[src/rtl/sram_burst_ctrl.sv]
// Burst controller for a single-port SRAM macro: turns write/read burst requests into
// per-beat macro strobes and buffers read data in a 2-entry FIFO with a last-beat flag.
module sram_burst_ctrl #(
    parameter int DATA_WIDTH = 32,
    parameter int ADDR_WIDTH = 10,
    parameter int MAX_BURST  = 16,
    parameter int LW         = $clog2(MAX_BURST)
) (
    input  logic                    CLK,
    input  logic                    RST_N,
    input  logic                    REQ_VALID,
    output logic                    REQ_READY,
    input  logic                    REQ_WE,
    input  logic [ADDR_WIDTH-1:0]   REQ_ADDR,
    input  logic [LW-1:0]           REQ_LEN,
    input  logic [DATA_WIDTH/8-1:0] REQ_BE,
    input  logic [DATA_WIDTH-1:0]   WDATA,
    input  logic                    WDATA_VALID,
    output logic                    WDATA_READY,
    output logic [DATA_WIDTH-1:0]   RDATA,
    output logic                    RDATA_VALID,
    input  logic                    RDATA_READY,
    output logic                    RDATA_LAST,
    output logic                    BUSY,
    output logic [ADDR_WIDTH-1:0]   SRAM_ADDR,
    output logic [DATA_WIDTH-1:0]   SRAM_DIN,
    output logic [DATA_WIDTH-1:0]   SRAM_BM,
    output logic                    SRAM_MEN,
    output logic                    SRAM_WEN,
    output logic                    SRAM_REN,
    input  logic [DATA_WIDTH-1:0]   SRAM_DOUT
);

    localparam int NB = DATA_WIDTH / 8;

    typedef enum logic [1:0] {IDLE, WRITE, READ} state_t;

    state_t                  state_q;
    logic [ADDR_WIDTH-1:0]   addr_q;
    logic [LW-1:0]           cnt_q;
    logic [NB-1:0]           be_q;
    logic                    inflight_q;
    logic                    inflight_last_q;
    logic [DATA_WIDTH-1:0]   fifo_data_q [2];
    logic                    fifo_last_q [2];
    logic                    wr_ptr_q;
    logic                    rd_ptr_q;
    logic [1:0]              count_q;

    logic                    wr_fire;
    logic                    rd_fire;
    logic                    beat_fire;
    logic                    fifo_valid;
    logic                    pop;
    logic                    push;
    logic [2:0]              pending_d;
    logic [1:0]              count_d;

    assign wr_fire    = (state_q == WRITE) && WDATA_VALID;
    assign fifo_valid = (count_q != 2'd0);
    assign pop        = fifo_valid && RDATA_READY;
    assign push       = inflight_q;

    // A head popped this cycle frees its slot in time for the beat issued now,
    // which is what lets a ready consumer sustain one beat per cycle.
    assign pending_d  = {1'b0, count_q} - {2'b0, pop} + {2'b0, inflight_q};
    assign rd_fire    = (state_q == READ) && (pending_d < 3'd2);
    assign beat_fire  = wr_fire || rd_fire;
    assign count_d    = count_q + {1'b0, push} - {1'b0, pop};

    always_ff @(posedge CLK or negedge RST_N) begin
        if (!RST_N) begin
            state_q         <= IDLE;
            addr_q          <= '0;
            cnt_q           <= '0;
            be_q            <= '0;
            inflight_q      <= 1'b0;
            inflight_last_q <= 1'b0;
            wr_ptr_q        <= 1'b0;
            rd_ptr_q        <= 1'b0;
            count_q         <= 2'd0;
            for (int i = 0; i < 2; i++) begin
                fifo_data_q[i] <= '0;
                fifo_last_q[i] <= 1'b0;
            end
        end else begin
            case (state_q)
                IDLE: begin
                    if (REQ_VALID) begin
                        addr_q  <= REQ_ADDR;
                        cnt_q   <= REQ_LEN;
                        be_q    <= REQ_BE;
                        state_q <= REQ_WE ? WRITE : READ;
                    end
                end
                WRITE, READ: begin
                    if (beat_fire) begin
                        addr_q <= addr_q + ADDR_WIDTH'(1);
                        if (cnt_q == '0) begin
                            state_q <= IDLE;
                        end else begin
                            cnt_q <= cnt_q - LW'(1);
                        end
                    end
                end
                default: state_q <= IDLE;
            endcase

            inflight_q      <= rd_fire;
            inflight_last_q <= rd_fire && (cnt_q == '0);

            if (push) begin
                fifo_data_q[wr_ptr_q] <= SRAM_DOUT;
                fifo_last_q[wr_ptr_q] <= inflight_last_q;
                wr_ptr_q              <= ~wr_ptr_q;
            end
            if (pop) begin
                rd_ptr_q <= ~rd_ptr_q;
            end
            count_q <= count_d;
        end
    end

    assign REQ_READY   = (state_q == IDLE);
    assign WDATA_READY = (state_q == WRITE);
    assign SRAM_WEN    = wr_fire;
    assign SRAM_REN    = rd_fire;
    assign SRAM_MEN    = wr_fire || rd_fire;
    assign SRAM_ADDR   = addr_q;
    assign SRAM_DIN    = wr_fire ? WDATA : '0;

    generate
        for (genvar gi = 0; gi < NB; gi++) begin : g_bm
            assign SRAM_BM[8*gi +: 8] = {8{be_q[gi]}};
        end
    endgenerate

    assign RDATA_VALID = fifo_valid;
    assign RDATA       = fifo_valid ? fifo_data_q[rd_ptr_q] : '0;
    assign RDATA_LAST  = fifo_valid && fifo_last_q[rd_ptr_q];
    assign BUSY        = (state_q != IDLE) || fifo_valid || inflight_q;

endmodule

[config.mk]
export PLATFORM = sky130hd
export DESIGN_NAME = sram_burst_ctrl
export DESIGN_NICKNAME = d
export VERILOG_FILES = /design/src/rtl/sram_burst_ctrl.sv
export SDC_FILE = /design/constraint.sdc
export NUM_CORES = 1
export LEC_CHECK = 0
export CAP_MARGIN = 10
export CORE_MARGIN = 4
export CORE_UTILIZATION = 35
export CTS_CLUSTER_DIAMETER = 100
export DETAILED_ROUTE_END_ITERATION = 12
export PLACE_DENSITY = 0.7
export SETUP_SLACK_MARGIN = 0.2
export SKIP_LAST_GASP = 1
export SLEW_MARGIN = 20
export SYNTH_ARGS = -nofsm -noshare
export SYNTH_HDL_FRONTEND = slang
export SYNTH_SLANG_ARGS = --single-unit
[constraint.sdc]
create_clock -name CLK -period 2.9 [get_ports CLK]
set_input_delay 0.435 -clock CLK [delete_from_list [all_inputs] [get_ports CLK]]
set_output_delay 0.435 -clock CLK [all_outputs]
set_load 0.02 [all_outputs]
Word-level counts from Yosys, hierarchy flattened --
Index checks and enable logic that the tools add are counted.
Cells by class: $add $sub $neg 6, multiply operators 0, div/mod/pow operators 0, $lt $le $gt $ge 4, equal/unequal tests 6, shift-type cells 0, muxes and demuxes 26, bitwise gates (word level) 4, reductions and logical operators 19
Operators by type and width (number):
- $mux 32 | 6
- $bwmux 64 | 1
- $demux 32 s1 | 1
- $mux 10 | 2
- $pmux 10 s2 | 1
- $mux 4 | 3
- $add 10x1->10 const B | 1
- $mux 2 | 4
- $ne 2x2->1 const B | 4
- $pmux 4 s2 | 1
- $logic_and 1x1->1 | 6
- $reduce_and 3->1 | 2
- $reduce_bool 2->1 | 3
- $ge 2x2->1 const B | 2
- $logic_not 4->1 | 1
- $mux 1 | 4
- $not 1->2 | 2
- $pmux 2 s2 | 1
- $reduce_and 4->1 | 1
- $sub 4x1->4 const B | 1
- $add 3x1->3 | 1
- $logic_or 1x1->1 | 3
- $lt 3x2->1 const B | 1
- $sub 2x1->3 | 1
- 11 further kinds | 12
Word-level totals: bits in registers 92, bits in latches 0, memory bits (writable) 0, memory bits (read-only) 0, output and inout bits 114, word-level logic and storage cells 78, memories kept 0

Longest topological paths before layout --
word-level depth 9, depth in mapped cells 12, mapped depth without buffers 11

Least setup slack after synthesis --
OpenSTA, ideal clock, no wires.
path kind flip-flop to flip-flop, start register count_q[1], end register addr_q[9], in the netlist SRAM_ADDR[9], arrival 2.728 ns, data required time 2.759 ns, setup slack 0.031 ns, stages on the path, launching flop included 12, path buffers 1, clock period less this slack 2.869 ns, cells stage by stage dfrtp_1 nor2_1 nor2b_1 ha_1 inv_1 ha_1 fa_1 nand2b_1 o21a_2 buf_2 o311ai_0 nand3_1
On the way: longest elaborated chain between the ends 9
RTL lines:
- from (decl) | RTL line 48 | logic [1:0] count_q;
- from (signal assigned) | RTL line 120 | count_q <= count_d;
- $reduce_bool 2->1 | RTL line 60 | assign fifo_valid = (count_q != 2'd0);
- $logic_and 1x1->1 | RTL line 61 | assign pop = fifo_valid && RDATA_READY;
- via pop | RTL line 54 | logic pop;
- $sub 2x1->3 | RTL line 66 | assign pending_d = {1'b0, count_q} - {2'b0, pop} + {2'b0, inflight_q};
- $add 3x1->3 | RTL line 66
- $lt 3x2->1 | RTL line 67 | assign rd_fire = (state_q == READ) && (pending_d < 3'd2);
- $logic_and 1x1->1 | RTL line 67
- $logic_or 1x1->1 | RTL line 68 | assign beat_fire = wr_fire || rd_fire;
- $ne 2x2->1 (no line)
- $reduce_and 3->1 (no line)
- to (signal assigned) | RTL line 98 | addr_q <= addr_q + ADDR_WIDTH'(1);
- to (decl) | RTL line 39 | logic [ADDR_WIDTH-1:0] addr_q;
The timed path passes the listed nets, and every way through them passes these cells. A chain may end at the register's enable or synchronous reset.

Final worst setup path --
start register count_q[1], end output SRAM_MEN
On the way: longest elaborated chain between the ends 7
RTL lines:
- $reduce_bool 2->1 | RTL line 60
- $logic_and 1x1->1 | RTL line 61
- via pop | RTL line 54
- $sub 2x1->3 | RTL line 66
- $add 3x1->3 | RTL line 66
- $lt 3x2->1 | RTL line 67
- $logic_and 1x1->1 | RTL line 67
- $logic_or 1x1->1 | RTL line 128 | assign SRAM_MEN = wr_fire || rd_fire;
- to (decl) | RTL line 28 | output logic SRAM_MEN,
The timed path passes the listed nets, and every way through them passes these cells.

==> out/summary.txt <==
# setup viols final: 0
critical path startpoint category: flip-flop
core area: 13,900 µm²
Worst EP arrival: 2.37 ns
DRT Pass-1 Iters: 4
Clock Tree Buf Depth: 2
Via-to-Cell Ratio: 5.07
Root Driver: clkbuf_16
FF-to-FF setup slack: 0.15 ns
boundary pin count: 202
CP cell instances: nor2_4 > nor2b_4 > ha_4 > inv_2 > ha_4 > fa_2 > nand2b_4 > o21a_4 > inv_2 > buf_6
largest net degree at the start of global routing: 48
Via Count: 4,165
Max Clock Freq: 0.357 GHz
Detailed Place HPWL: 10,100 µm
post-layout util: 0.539
Slew HR: 0.596
Leak Pwr: 3.31 nW
Initial Util: 0.360
GR Overflow Total: 0
required time worst endpoint: 2.47 ns
DIE WIDTH: 128 µm
Max Cap Violations: 0
synth warn: 0
synth top area cells: dfrtp_1 (46%), mux2_2 (16%), mux2i_1 (7.4%)
Die ar.: 16,300 µm²
Mapped Cells: 461
clk_lat worst skew: 0.34 ns
# hold bufs at CTS: 0
Placer Congestion: 0.851
cells on worst reg2reg path: 11
leading area contributor after synthesis: dfrtp_1
highest cell delay on the worst timing path: 0.53 ns
Final min period: 2.80 ns
Power per Cell Area: 1200 nW/µm²
Fin Clk Skew: 0.00657 ns
number of flops mapped to enable cells by yosys: 0
final worst path period share: 0.967
Synth-to-Final Area Change: 49.7%
CTS HTree Levels: 3
post-synth top area share: 0.459
main flop type after synthesis: dfrtp_1
residual DRC count: 0
Cell Area, Synth: 5010 µm²
cell row count: 43
FF+latch count, synth: 92
clock slew at reported path FFs: 0.07 ns
CTS sink cnt: 92
Worst setup EP type: output port
status: finished clean
chip height: 128 µm
R2R Path Start: count_q[1]
Port Buffers: 201
Routed Antenna Nets: 0
CP max FO: 3
Critical Path Start: count_q[1]
CP max-delay cell: fa_2
setup TNS: 0 ns
Initial DRC Count: 173
Mapped Nets: 557
Num CTS Buffers: 9
DRT Wirelength: 13,900 µm
HP Class: in2async
n_diodes: 0
Avg Inst Size Synth: 10.9 µm²
Netlist cell types: 47
TritonCTS clock tree: yes
first-pass GRT wire length: 23,000 µm
FF-to-FF End: SRAM_ADDR[7]
worst slew pin tran: 0.606 ns
Final #Nets: 732
Final Hold Viols: 0
register area share after synthesis: 0.459
Total GRT Usage: 0.174
vias in the first global route: 4,513
routed length per instance: 16.9 µm
Max Slew Vio Count: 0
antenna violations before repair: 0
asr flop ratio synth: 1.00
Setup crit end: SRAM_MEN
layout cells sized above 1: 0.195
Max VDD drop: 0.000662 V
CP Class: reg2out
RSZ-0062 raised after global routing: yes
[cell type report]
cell class	instances	area (µm²)
clock buffer	10	239
clock inverter	6	87.6
fill	1202	6430
inverter	17	63.8
multi-input combinational	295	2400
sequential	92	2300
tap	180	225
timing repair buffer	221	2180
[how the worst min path moves through the flow]
stage,start,to,slack [ns],cells after the start
3_3_place_gp,RST_N,SRAM_ADDR[1],0.48,1
4_1_cts,RST_N,SRAM_ADDR[3],0.12,1
5_1_grt,RST_N,SRAM_ADDR[3],0.14,1
6_report,RST_N,SRAM_ADDR[3],0.1,1
3_5_place_dp,RST_N,SRAM_ADDR[3],0.49,1
2_1_floorplan,RST_N,SRAM_ADDR[0],0.14,0
[power breakdown]
group	total (mW)	internal, mW	switching [mW]
clock network	1.26	0.778	0.484
registers	2.37	1.91	0.461
logic	5.34	2.66	2.68
[logic make-up after synthesis]
group | after synthesis | synth area share
compound gates | 50 | 0.0701
xor+xnor | 3 | 0.00524
fa+ha+maj | 8 | 0.0215
buf+inv | 74 | 0.0796
flops | 92 | 0.459
mux | 108 | 0.233
simple gates | 126 | 0.131
[synth_stat cells, drive strengths merged (3+ instances only)]
| cell | number |
|---|---|
| inv | 17 |
| o21ai | 8 |
| nor2b | 4 |
| mux2i | 37 |
| and3 | 37 |
| o31ai | 3 |
| o22ai | 4 |
| ha | 7 |
| mux2 | 71 |
| nand2b | 5 |
| nor3 | 7 |
| o22a | 5 |
| a21oi | 10 |
| nand3 | 8 |
| buf | 43 |
| nand2 | 11 |
| clkbuf | 14 |
| nor2 | 39 |
| dfrtp | 92 |
[flip-flops by register name (all words and copies together) (netlist names)]
register         flops
be_q                 4
fifo_data_q         64
wr_ptr_q             1
SRAM_ADDR           10
state_q              2
fifo_last_q          2
rd_ptr_q             1
cnt_q                4
inflight_q           1
inflight_last_q      1
count_q              2
[repair_timing]
action                                  4_1_cts  5_1_grt
resized for setup                            26        6
endpoints found under the setup margin       13       33
buffers inserted                              3        2
pin swaps                                     5        4
[layout by cell type (no fill, tap or decap), types with 3 or more instances in the layout]
cell | synthesis | final
nand2_1 | 11 | 11
o31ai_1 | 3 | 3
o21ai_0 | 8 | 8
nor2_1 | 39 | 37
mux2i_1 | 37 | 37
clkdlybuf4s50_1 | 0 | 195
o22a_1 | 5 | 5
nand3_1 | 8 | 8
inv_1 | 17 | 15
nand2b_1 | 5 | 4
clkbuf_16 | 0 | 9
ha_1 | 7 | 4
a21oi_1 | 10 | 10
dfrtp_1 | 92 | 91
and3_1 | 37 | 37
mux2_2 | 71 | 71
buf_6 | 0 | 3
buf_4 | 29 | 19
nor3_1 | 7 | 7
o22ai_1 | 4 | 4
[metrics by stage]
step / hold slack [ns] / cells / power, mW / worst slack [ns] / area [µm²]
after global routing: 0.137 / 821 / 9.59 / 0.0290 / 7510
final: 0.0963 / 821 / 8.97 / 0.0954 / 7510
after detailed placement: 0.490 / 800 / 7.56 / -0.609 / 7050
after CTS: 0.117 / 819 / 9.00 / 0.0782 / 7470
after floorplan: 0.139 / 461 / 5.63 / 0.216 / 5020
after global placement: 0.483 / 800 / 7.41 / -0.543 / 7050
[worst max-delay path: cells and delay by family (launching register included)]
| family | cells | cell delay (ns) |
|---|---|---|
| AO/OA/AOI/OAI | 1 | 0.13 |
| buffers and inverters | 3 | 0.19 |
| AND/OR/NAND/NOR | 3 | 0.36 |
| adder cells (fa/ha/maj) | 3 | 0.92 |
| flip-flops | 1 | 0.42 |
[metal layers]
layer | global-route usage | share of wire | vias to the layer above
met5 | 0 | 0 | -
met4 | 0.0343 | 0.0091 | 0
met3 | 0.0475 | 0.067 | 12
met2 | 0.309 | 0.52 | 135
met1 | 0.213 | 0.41 | 2055
li1 | - | - | 1963
(Power assumes the default switching activity.)
